==> config.mk <==
export PLATFORM = sky130hd
export DESIGN_NAME = fsm_steer_driver
export DESIGN_NICKNAME = d
export VERILOG_FILES = /design/src/rtl/fsm_steer_driver.sv
export SDC_FILE = /design/constraint.sdc
export NUM_CORES = 1
export LEC_CHECK = 0
export CORE_MARGIN = 2
export CORE_UTILIZATION = 45
export DETAILED_ROUTE_END_ITERATION = 12
export HOLD_SLACK_MARGIN = 0.03
export PLACE_DENSITY = 0.68
export SYNTH_ARGS = -nofsm -noshare
export SYNTH_HDL_FRONTEND = slang
export SYNTH_SLANG_ARGS = --single-unit
==> constraint.sdc <==
create_clock -name clk -period 2.4 [get_ports clk]
set_input_delay 0.48 -clock clk [delete_from_list [all_inputs] [get_ports clk]]
set_output_delay 0.48 -clock clk [all_outputs]
set_load 0.02 [all_outputs]
==> src/rtl/fsm_steer_driver.sv <==
// Steers the 4-state control FSM toward a requested state one legal hop at a time.
// Each hop is checked, and the controller reports either done or an error code.
//   state | meaning
//   IDLE  | ready; accept a target request
//   STEP  | compare observed state with target, launch next hop
//   WAIT  | hold hop drive until expected state, detour or timeout
//   DONE  | one-cycle done pulse
//   ERR   | one-cycle err pulse
module fsm_steer_driver #(
  parameter int TIMEOUT = 8,
  parameter int CNT_W   = 4
) (
  input  logic       clk,
  input  logic       rst,
  input  logic       i_req_valid,
  output logic       o_req_ready,
  input  logic [1:0] i_req_state,
  input  logic [1:0] i_fsm_state,
  output logic       o_drv_a,
  output logic       o_drv_b,
  output logic       o_drv_c,
  output logic       o_drv_d,
  output logic       o_busy,
  output logic       o_done,
  output logic       o_err,
  output logic [1:0] o_err_code
);

  localparam logic [1:0] S0 = 2'b00;
  localparam logic [1:0] S1 = 2'b01;
  localparam logic [1:0] S2 = 2'b10;
  localparam logic [1:0] S3 = 2'b11;

  localparam logic [1:0] EC_NONE    = 2'b00;
  localparam logic [1:0] EC_UNREACH = 2'b01;
  localparam logic [1:0] EC_TIMEOUT = 2'b10;
  localparam logic [1:0] EC_UNEXP   = 2'b11;

  localparam logic [CNT_W-1:0] CNT_LAST = CNT_W'(TIMEOUT - 1);

  typedef enum logic [2:0] {
    ST_IDLE,
    ST_STEP,
    ST_WAIT,
    ST_DONE,
    ST_ERR
  } state_t;

  state_t           r_state;
  logic [1:0]       r_tgt;
  logic [1:0]       r_exp;
  logic [1:0]       r_org;
  logic [CNT_W-1:0] r_cnt;
  logic             r_hold_a;
  logic             r_drv_a;
  logic             r_drv_b;
  logic             r_drv_c;
  logic             r_busy;
  logic             r_ready;
  logic             r_done;
  logic             r_err;
  logic [1:0]       r_err_code;

  logic w_at_exp;
  logic w_at_org;
  logic w_unreach;

  assign w_at_exp  = (i_fsm_state == r_exp);
  assign w_at_org  = (i_fsm_state == r_org);
  // S1 is absorbing and S0 has no way back in.
  assign w_unreach = (i_fsm_state == S1) || (r_tgt == S0);

  always_ff @(posedge clk or posedge rst) begin
    if (rst) begin
      r_state    <= ST_IDLE;
      r_tgt      <= S0;
      r_exp      <= S0;
      r_org      <= S0;
      r_cnt      <= '0;
      r_hold_a   <= 1'b0;
      r_drv_a    <= 1'b0;
      r_drv_b    <= 1'b0;
      r_drv_c    <= 1'b0;
      r_busy     <= 1'b0;
      r_ready    <= 1'b1;
      r_done     <= 1'b0;
      r_err      <= 1'b0;
      r_err_code <= EC_NONE;
    end else begin
      r_done <= 1'b0;
      r_err  <= 1'b0;
      case (r_state)
        ST_IDLE: begin
          if (i_req_valid) begin
            r_tgt      <= i_req_state;
            r_err_code <= EC_NONE;
            r_busy     <= 1'b1;
            r_ready    <= 1'b0;
            r_state    <= ST_STEP;
          end
        end
        ST_STEP: begin
          r_org <= i_fsm_state;
          r_cnt <= '0;
          if (i_fsm_state == r_tgt) begin
            r_done  <= 1'b1;
            r_state <= ST_DONE;
          end else if (w_unreach) begin
            r_err      <= 1'b1;
            r_err_code <= EC_UNREACH;
            r_state    <= ST_ERR;
          end else begin
            r_state <= ST_WAIT;
            case (i_fsm_state)
              S0: begin
                if (r_tgt == S1) begin
                  r_drv_b <= 1'b1;
                  r_drv_c <= 1'b0;
                  r_exp   <= S1;
                end else begin
                  r_drv_c <= 1'b1;
                  r_drv_b <= 1'b0;
                  r_exp   <= S2;
                end
              end
              S2: begin
                if (r_tgt == S1) begin
                  r_drv_b <= 1'b1;
                  r_drv_a <= 1'b0;
                  r_exp   <= S1;
                end else begin
                  r_drv_a <= 1'b1;
                  r_drv_b <= 1'b0;
                  r_exp   <= S3;
                end
              end
              default: begin
                r_drv_a  <= 1'b0;
                r_hold_a <= 1'b0;
                r_exp    <= S2;
              end
            endcase
          end
        end
        ST_WAIT: begin
          // A match is checked first so it wins over a same-cycle timeout.
          if (w_at_exp) begin
            r_drv_b  <= 1'b0;
            r_drv_c  <= 1'b0;
            r_hold_a <= (r_exp == S3);
            r_drv_a  <= (r_exp == S3);
            r_state  <= ST_STEP;
          end else if (!w_at_org || (r_cnt == CNT_LAST)) begin
            r_drv_b    <= 1'b0;
            r_drv_c    <= 1'b0;
            r_drv_a    <= r_hold_a;
            r_err      <= 1'b1;
            r_err_code <= w_at_org ? EC_TIMEOUT : EC_UNEXP;
            r_state    <= ST_ERR;
          end else begin
            r_cnt <= r_cnt + 1'b1;
          end
        end
        ST_DONE, ST_ERR: begin
          r_busy  <= 1'b0;
          r_ready <= 1'b1;
          r_state <= ST_IDLE;
        end
        default: begin
          r_busy  <= 1'b0;
          r_ready <= 1'b1;
          r_state <= ST_IDLE;
        end
      endcase
    end
  end

  assign o_req_ready = r_ready;
  assign o_drv_a     = r_drv_a;
  assign o_drv_b     = r_drv_b;
  assign o_drv_c     = r_drv_c;
  assign o_drv_d     = 1'b0;
  assign o_busy      = r_busy;
  assign o_done      = r_done;
  assign o_err       = r_err;
  assign o_err_code  = r_err_code;

endmodule

==> flow_metrics.py <==
metrics = {
    "outcome": {
        "status": "finished, final reports clean",
    },
    "min_path": {
        "worstHoldPathType": "input pin to async pin",
    },
    "die": {
        "row_count": 19,
        "chipWidth_um": 58.1,
        "ios": 17,
        "start_util_pct": 47.8,
        "dieArea_mm2": 0.00338,
        "core_area_mm2": 0.00276,
        "die_h_um": 58.1,
    },
    "placement": {
        "gp_congestion": 0.802,
        "portBuffers": 15,
        "dp_hpwl_um": 1980,
    },
    "critical_path": {
        "crit_path_start_kind": "input pin",
        "arrival_ns": 2.19,
        "required_ns": 2.61,
        "endpoint_kind": "flip-flop",
        "crit_fanout": 11,
        "critPathLaunch": "i_fsm_state[0]",
        "critical_path_class": "input pin to flip-flop",
        "r2r-start": "r_state[0]$_DFFE_PP0P_",
    },
    "cells_and_area": {
        "n_antenna_cell": 0,
        "drive_above_1_share_pct": 14.1,
        "final_net_count": 165,
        "area_delta_synth_final_pct": 16.0,
        "final_util_pct": 55.4,
    },
    "power": {
        "p_clk_share_pct": 9.7,
        "p_leak_nw": 0.659,
        "p_seq_share_pct": 36.5,
        "internal_power_mw": 1.08,
        "ir_drop_uv": 836,
        "powerDensity_mw_per_mm2": 1250,
        "p_sw_uw": 821,
        "swShare_pct": 43.1,
        "p_comb_share_pct": 53.8,
    },
    "cts": {
        "hold_buffers": 0,
        "clkTransAtPathRegs_ns": 0.13,
        "h-tree-depth": 1,
        "cts_resized": 0,
        "post_cts_buffers": 0,
        "root_buffer": "clkbuf_4",
        "clockBufferDepth": 2,
        "cts_tree": "yes",
        "numCtsBuffers": 3,
        "clk_latency_ns": 0.31,
        "cts_sinks": 23,
    },
    "sta": {
        "max_slew_margin_pct": 66.8,
        "report.final.hold_viol_count": 0,
        "worstMarginPinSlew_ns": 0.493,
        "fin_crit_ns": 1.98,
        "fin_crit_sh_pct": 82.5,
        "tns_ns": 0,
        "fmax_mhz": 505,
        "slew_viol_final": 0,
        "setup_viol": 0,
        "fin_skew_ns": 0.00441,
        "grt_setup_unrepaired": "no",
    },
    "detailed_routing": {
        "routedWlPerCell_um": 14.2,
        "firstDrtPassIters": 4,
        "vias": 1061,
        "drt_iter0_markers": 26,
        "drc": 0,
        "ant_nets": 0,
        "wirelength_um": 2660,
        "viasPerCell": 5.67,
    },
    "global_route": {
        "grt_pass1_vias": 1014,
        "grt_pass1_wl_um": 4590,
        "antenna_found_initial": 0,
        "grt_usage_pct": 17.6,
        "grt_start_max_net_pins": 24,
        "overflow": 0,
    },
    "synthesis": {
        "synth_async_sr_flop_share_pct": 100,
        "synth_seq_cells": 23,
        "synth_top_area_cell": "dfrtp_1",
        "netlist_instances": 139,
        "synth_common_cells": "dfrtp_1, nand2_1, a21oi_1",
        "synthFlopType": "dfrtp_1",
        "postSynthAreaPerCell_um2": 9.48,
        "synth_area_mm2": 0.00132,
        "synth_nets": 147,
        "synth_seq_area_share_pct": 43.8,
        "ys_warn_count": 0,
        "synth.top_cells.by_area": "dfrtp_1, nand2_1, a21oi_1, nand3_1, xnor2_1",
        "synthMostInstantiatedCell": "dfrtp_1",
        "yosysUniqueCellTypes": 50,
        "yosysTopAreaCellShare_pct": 41.8,
        "synth_edf_count": 0,
    },
    "job": {
        "max_cap_violations": 0,
    },
}
## through the flow
stage	area (µm²)	setup WS, ns	cells	power (mW)	hold slack, ns
after global routing	1530	0.350	187	2.05	0.521
final	1530	0.419	187	1.90	0.485
after CTS	1530	0.415	187	1.92	0.503
after floorplan	1320	0.468	139	1.45	0.463
after detailed placement	1500	0.0789	183	1.73	0.474
after global placement	1500	0.0953	183	1.70	0.463
## power by group through the flow
stage	logic (mW)	registers [mW]	clock network, mW
3_5_place_dp	1.03	0.704	0
3_3_place_gp	1.01	0.698	0
5_1_grt	1.13	0.721	0.207
6_report	1.02	0.695	0.184
2_1_floorplan	0.771	0.683	0
4_1_cts	1.03	0.695	0.188
## flip-flops by register name, indices dropped and copies added, names as in the netlist, 2 cells and up
register / cells
r_exp: 2
r_cnt: 4
r_tgt: 2
r_org: 2
o_err_code: 2
r_state: 3
## kinds of logic after synthesis
logic type | synth area share, %
flops | 43.8
buf+inv | 6.36
simple gates | 21.2
compound gates | 18.6
fa+ha+maj | 0.950
mux | 4.18
xor+xnor | 4.65
other cells | 0.285
## critical path: stages
cell and delay, ns:
clkdlybuf4s50_1 0.53, buf_4 0.20, nand2b_1 0.13, a21oi_1 0.11, o31ai_4 0.28, nand3_1 0.14, mux2_1 0.32
## cells in the final DEF, fill, tap and decap left out, drive strengths merged, types with 2 or more instances in the layout
cell,Yosys,final
a211oi,3,3
nor3,5,5
nor3b,2,2
nand2,16,16
inv,5,5
buf,6,8
o21ai,7,7
or3,2,2
mux2,4,4
nor2,9,9
clkdlybuf4s50,0,15
o31ai,3,3
a21oi,10,10
nand3,8,8
xnor2,4,4
nand2b,3,3
dfrtp,22,22
xor2,3,3
clkbuf,4,4
## worst paths after layout
check | cells after the start | slack, ns | to
setup / recovery | 7 | 0.42 | o_drv_a$_DFFE_PP0P_
hold / removal | 3 | 0.48 | r_cnt[2]$_DFFE_PP0P_
setup reg to reg | 4 | 0.50 | o_err$_DFF_PP0_
hold reg to reg | 1 | 0.50 | o_drv_c$_DFFE_PP0P_
min in group clk | 1 | 0.50 | o_drv_c$_DFFE_PP0P_
max in group asynchronous | 3 | 1.63 | o_req_ready$_DFFE_PP1P_
## layout make-up
class	instances	area, µm²
Fill cell	261	1230
Multi-Input combinational cell	101	657
Clock buffer	4	26.3
Tap cell	31	38.8
Inverter	5	18.8
Timing Repair Buffer	23	210
Sequential cell	23	577
## routing by layer
layer | part of all wire, % | up-vias | track usage [%]
met5 | 0 | - | 0
met1 | 48 | 517 | 23.7
met2 | 49 | 18 | 29.4
li1 | - | 522 | -
met4 | 0.79 | 0 | 4.98
met3 | 2.8 | 4 | 2.90
No activity file was read; power rests on OpenSTA's default activity.
